**src/rtl/counter_sequencer.sv**
```systemverilog
`default_nettype none
// ============================================================================
// counter_sequencer : command-driven controller for an up-counter datapath
//   (one-shot / periodic). Optional prescaler: COUNT_SEQ_PRESCALE_EN.
// Revision: 1.0
// ============================================================================
module counter_sequencer #(
  parameter int pWidth = 8,
  parameter int pPreW  = 16
) (
  input  logic              wClk,
  input  logic              wRst,
  input  logic              wCmdValid,
  output logic              rCmdReady,
  input  logic [1:0]        wCmdOp,
  input  logic [pWidth-1:0] wCmdLimit,
  input  logic [pPreW-1:0]  wCmdPre,
  output logic [pWidth-1:0] rCount,
  output logic              rBusy,
  output logic              rPaused,
  output logic              rDone,
  output logic              rWrap
);

  localparam logic [1:0] OP_ONESHOT  = 2'b00;
  localparam logic [1:0] OP_PERIODIC = 2'b01;
  localparam logic [1:0] OP_PAUSE    = 2'b10;
  localparam logic [1:0] OP_ABORT    = 2'b11;

  typedef enum logic [2:0] {
    ST_IDLE  = 3'd0,
    ST_LOAD  = 3'd1,
    ST_RUN   = 3'd2,
    ST_PAUSE = 3'd3,
    ST_DONE  = 3'd4
  } state_t;

  state_t              state, state_nx;
  logic [pWidth-1:0]   limit_q, limit_nx;
  logic                periodic_q, periodic_nx;
  logic [pWidth-1:0]   count_nx;
  logic                wrap_nx;
  logic                accept;
  logic                tick;
  logic                pre_hold;

`ifdef COUNT_SEQ_PRESCALE_EN
  logic [pPreW-1:0]    pre_q, pre_nx;
  logic [pPreW-1:0]    pre_cnt, pre_cnt_nx;

  assign tick = (pre_cnt == pre_q);

  always_comb begin
    pre_nx     = pre_q;
    pre_cnt_nx = pre_cnt;
    if (accept && (wCmdOp == OP_ONESHOT || wCmdOp == OP_PERIODIC)) begin
      pre_nx = wCmdPre;
    end
    if (state == ST_LOAD) begin
      pre_cnt_nx = '0;
    end else if (state == ST_RUN && !pre_hold) begin
      pre_cnt_nx = tick ? '0 : pre_cnt + 1'b1;
    end
  end

  always_ff @(posedge wClk) begin
    if (wRst) begin
      pre_q   <= '0;
      pre_cnt <= '0;
    end else begin
      pre_q   <= pre_nx;
      pre_cnt <= pre_cnt_nx;
    end
  end
`else
  logic unused_pre;
  assign unused_pre = ^wCmdPre;
  assign tick       = 1'b1;
`endif

  assign accept = wCmdValid & rCmdReady;
  // An accepted command owns the cycle: no count or prescale progress alongside it.
  assign pre_hold = accept;

  always_comb begin
    state_nx    = state;
    limit_nx    = limit_q;
    periodic_nx = periodic_q;
    count_nx    = rCount;
    wrap_nx     = 1'b0;
    if (accept) begin
      case (wCmdOp)
        OP_ONESHOT, OP_PERIODIC: begin
          state_nx    = ST_LOAD;
          limit_nx    = wCmdLimit;
          periodic_nx = (wCmdOp == OP_PERIODIC);
        end
        OP_PAUSE: begin
          if (state == ST_RUN) begin
            state_nx = ST_PAUSE;
          end else if (state == ST_PAUSE) begin
            state_nx = ST_RUN;
          end
        end
        default: begin
          state_nx = ST_IDLE;
          count_nx = '0;
        end
      endcase
    end else begin
      case (state)
        ST_LOAD: begin
          state_nx = ST_RUN;
          count_nx = '0;
        end
        ST_RUN: begin
          if (tick) begin
            if (rCount == limit_q) begin
              if (periodic_q) begin
                count_nx = '0;
                wrap_nx  = 1'b1;
              end else begin
                state_nx = ST_DONE;
              end
            end else begin
              count_nx = rCount + 1'b1;
            end
          end
        end
        ST_DONE:  state_nx = ST_IDLE;
        ST_IDLE, ST_PAUSE: state_nx = state;
        default:  state_nx = ST_IDLE;
      endcase
    end
  end

  always_ff @(posedge wClk) begin
    if (wRst) begin
      state      <= ST_IDLE;
      limit_q    <= '0;
      periodic_q <= 1'b0;
      rCount     <= '0;
      rCmdReady  <= 1'b1;
      rBusy      <= 1'b0;
      rPaused    <= 1'b0;
      rDone      <= 1'b0;
      rWrap      <= 1'b0;
    end else begin
      state      <= state_nx;
      limit_q    <= limit_nx;
      periodic_q <= periodic_nx;
      rCount     <= count_nx;
      rCmdReady  <= !(state_nx == ST_LOAD || state_nx == ST_DONE);
      rBusy      <= (state_nx == ST_LOAD || state_nx == ST_RUN || state_nx == ST_PAUSE);
      rPaused    <= (state_nx == ST_PAUSE);
      rDone      <= (state_nx == ST_DONE);
      rWrap      <= wrap_nx;
    end
  end

endmodule
`default_nettype wire

```
**config.mk**
```make
export PLATFORM = sky130hd
export DESIGN_NAME = counter_sequencer
export DESIGN_NICKNAME = d
export VERILOG_FILES = /design/src/rtl/counter_sequencer.sv
export SDC_FILE = /design/constraint.sdc
export NUM_CORES = 1
export LEC_CHECK = 0
export CAP_MARGIN = 20
export CELL_PAD_IN_SITES_DETAIL_PLACEMENT = 2
export CELL_PAD_IN_SITES_GLOBAL_PLACEMENT = 2
export CORE_MARGIN = 2
export CORE_UTILIZATION = 29
export CTS_BUF_LIST = sky130_fd_sc_hd__clkbuf_4
export DETAILED_ROUTE_END_ITERATION = 12
export GPL_ROUTABILITY_DRIVEN = 0
export PLACE_DENSITY_LB_ADDON = 0.1
export SLEW_MARGIN = 30
export SYNTH_ARGS = -nofsm -noshare
export SYNTH_HDL_FRONTEND = slang
export SYNTH_SLANG_ARGS = --single-unit
export TNS_END_PERCENT = 5
```
**constraint.sdc**
```tcl
create_clock -name wClk -period 2.97 [get_ports wClk]
set_input_delay 0.297 -clock wClk [delete_from_list [all_inputs] [get_ports wClk]]
set_output_delay 0.297 -clock wClk [all_outputs]
set_load 0.03 [all_outputs]
```
Word level (Yosys, flattened, before mapping)
Cells that the tools add are included.
W data, S select, Z words.
{"block": "classes", "n_addsub": 1, "n_eq_ne": 12, "mux": 13, "bitwise_logic": 3, "n_reduce_logical": 13}
{"cell": "$mux W8", "n": 4}
{"cell": "$pmux W8 S2", "n": 1}
{"cell": "$mux W3", "n": 5}
{"cell": "$eq A3 B2 Y1 const B", "n": 4}
{"cell": "$pmux W3 S3", "n": 1}
{"cell": "$add A8 B1 Y8 const B", "n": 1}
{"cell": "$eq A8 B8 Y1", "n": 1}
{"cell": "$eq A3 B1 Y1 const B", "n": 2}
{"cell": "$pmux W3 S2", "n": 1}
{"cell": "$ne A4 B4 Y1 const B", "n": 1}
{"cell": "$reduce_or A2 Y1", "n": 2}
{"cell": "$reduce_or A4 Y1", "n": 1}
{"cell": "$eq A3 B3 Y1 const B", "n": 1}
{"cell": "$logic_not A3 Y1", "n": 1}
{"cell": "$logic_or A1 B1 Y1", "n": 3}
{"cell": "$reduce_and A3 Y1", "n": 1}
{"cell": "$reduce_bool A3 Y1", "n": 1}
{"cell": "$reduce_or A3 Y1", "n": 1}
{"cell": "$eq A2 B1 Y1 const B", "n": 1}
{"cell": "$eq A2 B2 Y1 const B", "n": 1}
{"cell": "$logic_not A2 Y1", "n": 1}
{"cell": "$ne A2 B2 Y1 const B", "n": 1}
{"cell": "$not A1 Y1", "n": 2}
{"cell": "$reduce_and A2 Y1", "n": 1}
{"cell": "3 further kinds", "n": 3}
{"block": "word_totals", "reg_bits": 25, "output_inout_bits": 13, "word_cells": 51}

Logic depth before layout (Yosys ltp)
Gate-level depths: netlist (run 1).
{"block": "depth", "depth_word": 8, "ltp_mapped": 7, "ltp_nobuf": 5}

Worst setup path after synthesis (run 1)
OpenSTA, ideal clock, no wires.
{"block": "synth_path", "path_kind": "register -> register", "startpoint": "reg rCount[2]", "endpoint": "reg rCmdReady", "setup_time_ps": 133, "t_arrival_ps": 1730, "required_time_ps": 2837, "path_slack_ps": 1107, "path_stages_with_launch": 7, "path_buffers": 1, "synth_period_minus_slack_ps": 1863, "path_cell_list": "dfxtp_1 buf_2 xnor2_2 nand4_2 or4_4 a21oi_1 o211ai_2"}
{"block": "synth_via", "elab_chain_len": 7, "elab_cells_between_ends": 8}
{"item": "start: declaration", "line_no": "18", "text": "output logic [pWidth-1:0] rCount,"}
{"item": "start signal: assignment", "line_no": "152", "text": "rCount <= count_nx;"}
{"item": "$eq A8 B8 Y1 (*)", "line_no": "118", "text": "if (rCount == limit_q) begin"}
{"item": "$mux W3 (*)", "line_no": "118"}
{"item": "$pmux W3 S3 (*)", "line_no": "111", "text": "case (state)"}
{"item": "$mux W3 (*)", "line_no": "91", "text": "if (accept) begin"}
{"item": "$eq A3 B1 Y1 or $eq A3 B3 Y1 (tied branches)", "line_no": "153", "text": "rCmdReady <= !(state_nx == ST_LOAD || state_nx == ST_DONE);"}
{"item": "$logic_or A1 B1 Y1 (*)", "line_no": "153"}
{"item": "$logic_not A1 Y1 (*)", "line_no": "153"}
{"item": "end signal: assignment", "line_no": "153"}
{"item": "end: declaration", "line_no": "14", "text": "output logic rCmdReady,"}
Mark *: on every way between the ends. The rest lies on a longest branch, timed or not.
A chain may end at the register's enable or synchronous reset.

Worst setup path in the final report (run 1)
{"block": "layout_path", "startpoint": "reg rCount[2]", "endpoint": "out rCount[2]"}
No word-level cell between the ends.

==> results of run 1 <==
[power breakdown]
part | leakage, nW | internal (W) | switching (W)
logic | 0.322 | 0.0000602 | 0.0000805
registers | 0.203 | 0.000347 | 0.0000144
clock network | 0.0177 | 0.0000508 | 0.000118
[layer usage]
metal | vias to the layer above | wire length, um
li1 | 610 | -
met1 | 599 | 1780
met4 | 0 | 64
met2 | 15 | 1900
met5 | - | 0
met3 | 5 | 82
[synth_stat cells, types with 3 or more instances]
cell type	n	share of area (%)
dfxtp_1	25	38
nand2_1	24	6.8
a21oi_1	18	6.8
xnor2_1	6	4.0
nor2_1	5	1.4
nand2b_1	4	1.9
o21ai_0	4	1.5
and2_1	3	1.4
and4_1	3	2.0
clkbuf_1	3	0.85
inv_1	3	0.85
nand3_1	3	1.1
nand3b_1	3	1.7
o21ai_1	3	1.1
o31ai_1	3	1.7
or3_1	3	1.4
or4_1	3	1.7
[worst max path at each step]
stage / from / endpoint / slack [ns]
after CTS: rCount[2] / rCount[2] / 1.01
after detailed placement: wCmdOp[0] / rCount[3] / 0.71
after global routing: state[0] / rCount[3] / 0.82
after floorplan: rCount[2] / rCmdReady / 1.11
after global placement: wCmdOp[0] / rCount[5] / 0.61
final: rCount[2] / rCount[2] / 1.03
[kinds of logic after synthesis]
group	after synthesis	share of synthesized area [%]
flip-flops	25	37.8
buffers and inverters	10	3.59
AO/OA/AOI/OAI	42	20.6
multiplexers	2	1.61
AND/OR/NAND/NOR	66	29.0
XOR/XNOR	8	6.43
adder cells (fa/ha/maj)	1	0.945
[metrics by stage]
step	std cells	hold slack (ns)	setup slack [ns]	area, um2	power [W]
6_report	230	0.481	1.03	1650	0.000671
4_1_cts	230	0.471	1.01	1650	0.000682
2_1_floorplan	154	0.433	1.11	1320	0.000459
5_1_grt	230	0.481	0.822	1650	0.000713
3_3_place_gp	226	0.460	0.613	1620	0.000506
3_5_place_dp	226	0.467	0.707	1620	0.000512
[layout make-up]
type | instances | area share (%)
multi-input combinational | 119 | 47.1
sequential | 25 | 30.4
clock inverter | 1 | 0.304
inverter | 3 | 0.684
timing repair buffer | 27 | 16.1
clock buffer | 3 | 1.37
tap | 52 | 3.95
[placed cells by master, fill, tap and decap left out, types with 2 or more instances in the layout]
master,instances
clkdlybuf4s50_1,25
dfxtp_1,25
nand2_1,24
a21oi_1,18
xnor2_1,6
nor2_1,5
nand2b_1,4
o21ai_1,4
nand3_1,3
and2_1,3
o31ai_1,3
or4_1,3
and4_1,3
nand3b_1,3
inv_1,3
or3_1,3
o21ai_0,3
clkbuf_4,3
xnor2_2,2
nand4_1,2
a22oi_1,2
and3_1,2
o211ai_1,2
buf_4,2
==> flow_summary.json, run 1 <==
{
  "outcome": "completed",
  "r2r_slack_ns": 1.05,
  "core.rowCount": 24,
  "dieArea_um2": 5120,
  "cts_hold_buffers": 0,
  "synth_flop_cell": "dfxtp_1",
  "worst_pin_slew_ns": 0.753,
  "min_path_type": "in2reg",
  "fill_cells": 491,
  "drc": 0,
  "cp_top_family": "buffers and inverters",
  "die-width_um": 71.6,
  "drive_gt1_share_pct": 9.55,
  "cp-start-kind": "flip-flop",
  "die-height_um": 71.6,
  "antenna_found_initial": 0,
  "fin_skew_ns": 0.00724,
  "required_ns": 2.67,
  "root_buffer": "clkbuf_4",
  "worstRegToRegCells": 5,
  "critPathSlowestCell": "clkdlybuf4s50_1",
  "clk_latency_ns": 0.34,
  "cts-resized-gates": 0,
  "grt_pass1_vias": 1359,
  "slew_violations": 0,
  "firstDrtPassIters": 3,
  "synthCells": 154,
  "worstHoldStart": "wCmdLimit[2]",
  "fin_nets": 209,
  "netlist_area_um2": 1320,
  "vias": 1229,
  "setup_viol": 0,
  "cp.depth": 1,
  "async_reset_ff_share_pct": 0,
  "synthesis.nets": 184,
  "syn_avg_cell_area_um2": 8.60,
  "maxCapViolCount": 0,
  "cp.arrival_ns": 1.64,
  "fin_tns_setup_ns": 0,
  "diodes": 0,
  "reg_top3": "limit_q x8, rCount x8, state x3",
  "ir_drop_mv": 0.145,
  "grtUsageMet2_pct": 28.8,
  "cts_setup_buffers": 0,
  "power_density_nw_per_um2": 408,
  "max_stage_delay_ns": 0.74,
  "core_area_um2": 4380,
  "cts_tree": "yes",
  "syn_to_final_growth_pct": 24.3,
  "start_util_pct": 30.2,
  "portBuffers": 25,
  "grt_max_degree": 18,
  "yosysUniqueCellTypes": 49,
  "post_drt_wl_per_cell_um": 16.6,
  "max_freq_mhz": 516,
  "synth-seq-area-share_pct": 37.8,
  "clock-sinks": 25,
  "clk_pin_slew_ns": 0.16,
  "worstReg2RegEnd": "rCount[3]",
  "drt_iter0_markers": 34,
  "cp_max_fo": 9,
  "dp_hpwl_um": 2960,
  "use_met3_pct": 2.25,
  "cts_buffer_depth": 2,
  "synth_edf_count": 0,
  "hold_path_end": "limit_q[2]",
  "multi_input_area_um2": 776,
  "grt_usage_pct": 16.7,
  "synth_warnings": 0,
  "holdPathStages": 3,
  "finalHoldViolCount": 0,
  "slew_headroom_pct": 49.4,
  "ys_ff_latch": 25,
  "regArea_um2": 500,
  "routed_via_density": 5.34,
  "htreeDepth": 1,
  "grt-ovfl-total": 0,
  "ant_nets": 0,
  "met1_usage_pct": 21.1,
  "routed_wl_um": 3820,
  "grt_pass1_wl_um": 6620,
  "end_kind": "output port",
  "critPathKind": "reg2out",
  "crit_chain": "clkdlybuf4s50_1",
  "fin_crit_ns": 1.94,
  "leakage_nw": 0.543,
  "cts_made_buffers": 3,
  "cp.buffers_inverters": 1,
  "rsz0062_at_grt": "no",
  "min_period_over_period_pct": 65.2,
  "fin_util_pct": 37.5,
  "r2r-start": "state[0]",
  "grt.busiest_layer": "met2",
  "ios": 42
}
Note: power is estimated with default switching activity, not from simulation.
==> inputs of run 2 (changes only) <==
Settings changed: CORE_UTILIZATION 29 to 27.
Clock period 2.97 ns to 2 ns, I/O delays scaled along.
==> flow_summary.json, run 2 (synthesized netlist as in run 1, its figures left out) <==
{
  "outcome": "completed",
  "required_ns": 2.29,
  "instances_no_fill": 260,
  "r2r-start": "state[0]",
  "grt_max_degree": 17,
  "portBuffers": 25,
  "regArea_um2": 502,
  "cp-start-kind": "flip-flop",
  "end_kind": "flip-flop",
  "start_util_pct": 28.0,
  "core.rowCount": 25,
  "post_drt_wl_per_cell_um": 16.0,
  "fin_crit_ns": 1.86,
  "min_period_over_period_pct": 92.9,
  "ir_drop_mv": 0.217,
  "worstRegToRegCells": 6,
  "cp_max_fo": 12,
  "dp_hpwl_um": 3260,
  "clock-sinks": 25,
  "critPathKind": "reg2reg",
  "power_density_nw_per_um2": 579,
  "cts_made_buffers": 3,
  "antenna_found_initial": 0,
  "grt_pass1_vias": 1369,
  "firstDrtPassIters": 4,
  "ant_nets": 0,
  "maxCapViolCount": 0,
  "reg_top3": "limit_q x8, rCount x8, state x3",
  "slew_headroom_pct": 75.4,
  "min_path_type": "in2reg",
  "htreeDepth": 1,
  "cp.arrival_ns": 2.15,
  "die-width_um": 74.0,
  "setup_viol": 0,
  "worst_pin_slew_ns": 0.369,
  "holdPathStages": 3,
  "root_buffer": "clkbuf_4",
  "max_freq_mhz": 538,
  "fin_nets": 224,
  "cts_tree": "yes",
  "drive_gt1_share_pct": 17.1,
  "core_area_um2": 4720,
  "worstHoldStart": "wCmdLimit[2]",
  "layout_common_cells": "clkdlybuf4s50_1, nand2_1, dfxtp_1",
  "routed_via_density": 4.97,
  "multi_input_area_um2": 776,
  "finalHoldWorstSlack_ns": 0.387,
  "finalHoldViolCount": 0,
  "fill_cells": 538,
  "clk_pin_slew_ns": 0.15,
  "drc": 0,
  "grt-ovfl-total": 0,
  "vias": 1292,
  "fin_tns_setup_ns": 0,
  "r2r_slack_ns": 0.14,
  "dieArea_um2": 5480,
  "final_common_cell": "clkdlybuf4s50_1",
  "ios": 42,
  "clk_latency_ns": 0.34,
  "leakage_nw": 0.622,
  "grt_pass1_wl_um": 6810,
  "cts_setup_buffers": 0,
  "diodes": 0,
  "worstReg2RegEnd": "rCount[5]",
  "hold_path_end": "limit_q[2]",
  "rsz0062_at_grt": "no",
  "grt_usage_pct": 16.2,
  "dpl.cell_count": 256,
  "fin_skew_ns": 0.0117,
  "routed_wl_um": 4170,
  "cts_buffer_depth": 2,
  "total_power_w": 0.00103,
  "drt_iter0_markers": 45,
  "die-height_um": 74.0,
  "slew_violations": 0,
  "syn_to_final_growth_pct": 34.5
}
[run 2: changes by cell type in the layout (fill, tap and decap cells not counted), sizes merged]
cell    previous run  this run
buf                2        17
clkbuf             3         4
clkinv             1         0
[run 2: timing repair]
item                                    CTS  global route
endpoints found under the setup margin    0             1
gates resized for setup                   0             1
hold buffers                              0             0
[run 2: how the worst max path moves through the flow]
stage | from | endpoint | slack [ns] | cells past startpoint
final | state[0] | rCount[5] | 0.14 | 6
after global routing | state[0] | rCount[5] | 0.02 | 6
after CTS | rCount[3] | rDone | 0.1 | 5
after detailed placement | wCmdOp[1] | rCount[5] | -0.04 | 7
after global placement | wCmdValid | rCount[5] | 0.06 | 7
after floorplan | rCount[2] | rCmdReady | 0.14 | 6
[run 2: metrics by stage]
| step | instance area, um2 | utilization, % | setup slack [ns] |
|---|---|---|---|
| detailed placement | 1750 | 37.0 | -0.0440 |
| finish | 1780 | 37.7 | 0.142 |
| global route | 1780 | 37.7 | 0.0197 |
| floorplan | 1320 | - | 0.137 |
| CTS | 1780 | 37.7 | 0.0974 |
| global placement | 1750 | 37.0 | 0.0567 |
[run 2: routing by layer]
layer,part of all wire [%],routed length (um),up-vias,GRT usage (%)
met2,45,1890,21,25.9
met5,0,0,-,0
met1,51,2120,626,22.6
met3,2.4,98,5,1.63
met4,1.5,64,0,6.26
li1,-,-,640,-
[run 2: critical path, stage by stage, from the launching register on]
cell      delay [ns]
dfxtp_1         0.50
nand2b_1        0.13
o21ai_2         0.21
o21ai_0         0.15
buf_4           0.20
or4_1           0.46
a21oi_1         0.15
[run 2: area by class of cell]
cell class / instances / area share [%]
sequential: 25 / 28.2
tap: 67 / 4.71
timing repair buffer: 42 / 21.2
inverter: 3 / 0.632
multi-input combinational: 119 / 43.6
clock buffer: 4 / 1.69
[run 2: power by group]
group / leakage, nW / switching (W) / internal, W
Combinational: 0.400 / 0.000131 / 0.000106
Clock: 0.0184 / 0.000170 / 0.0000920
Sequential: 0.204 / 0.0000161 / 0.000516
Total: 0.622 / 0.000317 / 0.000714
==> inputs of run 3 (changes only) <==
Clock period 2 ns to 2.06 ns, I/O delays scaled along.
==> flow_summary.json, run 3 (synthesized netlist as in run 1, its figures left out) <==
{
  "holdPathStages": 3,
  "reg_top3": "limit_q x8, rCount x8, state x3",
  "slew_violations": 0,
  "leakage_nw": 0.616,
  "die-height_um": 74.0,
  "fin_crit_ns": 1.88,
  "cts_made_buffers": 3,
  "ios": 42,
  "rsz0062_at_grt": "no",
  "setup_viol": 0,
  "cts_hold_buffers": 0,
  "root_buffer": "clkbuf_4",
  "worst_pin_slew_ns": 0.360,
  "p_clk_share_pct": 25.3,
  "vias": 1297,
  "instances_no_fill": 259,
  "slew_headroom_pct": 76.0,
  "worstRegToRegCells": 6,
  "drive_gt1_share_pct": 16.1,
  "antenna_found_initial": 0,
  "routed_via_density": 5.01,
  "clock-sinks": 25,
  "core_area_um2": 4720,
  "power_frac_seq_pct": 51.6,
  "clk_pin_slew_ns": 0.16,
  "fin_skew_ns": 0.0147,
  "grt_max_degree": 17,
  "ant_nets": 0,
  "min_path_type": "in2reg",
  "grt-ovfl-total": 0,
  "clk_latency_ns": 0.33,
  "firstDrtPassIters": 4,
  "dp_hpwl_um": 3380,
  "wl_met3_um": 98,
  "cp.arrival_ns": 2.14,
  "power_density_nw_per_um2": 565,
  "htreeDepth": 1,
  "fin_tns_setup_ns": 0,
  "pwr-share-comb_pct": 23.1,
  "core.rowCount": 25,
  "grt_pass1_vias": 1402,
  "syn_to_final_growth_pct": 33.8,
  "cts_buffer_depth": 2,
  "top_layer_used": "met4",
  "dieArea_um2": 5480,
  "intPower_w": 0.000691,
  "drt_iter0_markers": 68,
  "cp-start-kind": "flip-flop",
  "grt_usage_pct": 16.9,
  "cts_tree": "yes",
  "post_drt_wl_per_cell_um": 16.6,
  "grt_pass1_wl_um": 7120,
  "end_kind": "flip-flop",
  "switching_power_w": 0.000311,
  "cp_max_fo": 12,
  "finalHoldViolCount": 0,
  "maxCapViolCount": 0,
  "placed_area_um2": 1740,
  "required_ns": 2.33,
  "drc": 0,
  "max_freq_mhz": 532,
  "routed-wl-met2_um": 2040,
  "cts-resized-gates": 0,
  "fin_nets": 223,
  "critPathKind": "reg2reg",
  "routed_wl_um": 4310,
  "die-width_um": 74.0,
  "start_util_pct": 28.0,
  "outcome": "completed",
  "cts_setup_buffers": 0,
  "finalHoldWorstSlack_ns": 0.402,
  "ir_drop_mv": 0.216,
  "met1_length_um": 2150,
  "layout_common_cells": "clkdlybuf4s50_1, dfxtp_1, nand2_1",
  "diodes": 0,
  "switching_share_pct": 31.0,
  "portBuffers": 25,
  "dpl.cell_count": 255,
  "min_period_over_period_pct": 91.2,
  "design_area_um2": 1770
}
## run 3: changes by cell type in the layout (fill, tap and decap cells not counted)
cell	before	now
buf_4	17	16
dfxtp_1	24	25
dfxtp_2	1	0
## run 3: worst paths after layout
kind                     end  slack (ns)    startpoint
setup / recovery   rCount[3]        0.18      state[0]
hold / removal    limit_q[6]        0.40  wCmdLimit[6]
setup reg to reg   rCount[3]        0.18      state[0]
hold reg to reg   limit_q[4]        0.49    limit_q[4]
## run 3: per-layer routing
layer,vias up,GRT usage (%)
met3,2,1.90
li1,636,-
met2,19,27.8
met5,-,0
met1,640,23.8
met4,0,3.84
## run 3: worst max-delay path, cell delays in order (launching register included)
cell and delay (ns):
dfxtp_1 0.53, nand2b_1 0.14, o21ai_2 0.21, o21ai_0 0.13
buf_4 0.19, or4_1 0.47, a21oi_1 0.14
## run 3: per-stage QoR
| stage | util (%) | setup WS (ns) | power, W |
|---|---|---|---|
| floorplan | - | 0.197 | 0.000662 |
| global placement | 36.9 | 0.0707 | 0.000748 |
| detailed placement | 36.9 | 0.0541 | 0.000759 |
| CTS | 37.5 | 0.184 | 0.00102 |
| global route | 37.5 | 0.0272 | 0.00106 |
| finish | 37.5 | 0.181 | 0.00100 |
## run 3: area by class of cell
| cell class | count | area, um2 |
|---|---|---|
| Clock buffer | 4 | 30.0 |
| Sequential cell | 25 | 500 |
| Inverter | 3 | 11.3 |
| Timing Repair Buffer | 41 | 370 |
| Tap cell | 67 | 83.8 |
| Fill cell | 532 | 2950 |
| Multi-Input combinational cell | 119 | 776 |
## run 3: power by group through the flow
stage | sequential, W | combinational, W | clock [W]
after floorplan | 0.000539 | 0.000123 | 0
after CTS | 0.000518 | 0.000233 | 0.000268
after global routing | 0.000520 | 0.000254 | 0.000286
after global placement | 0.000526 | 0.000222 | 0
after detailed placement | 0.000528 | 0.000231 | 0
final | 0.000517 | 0.000231 | 0.000254
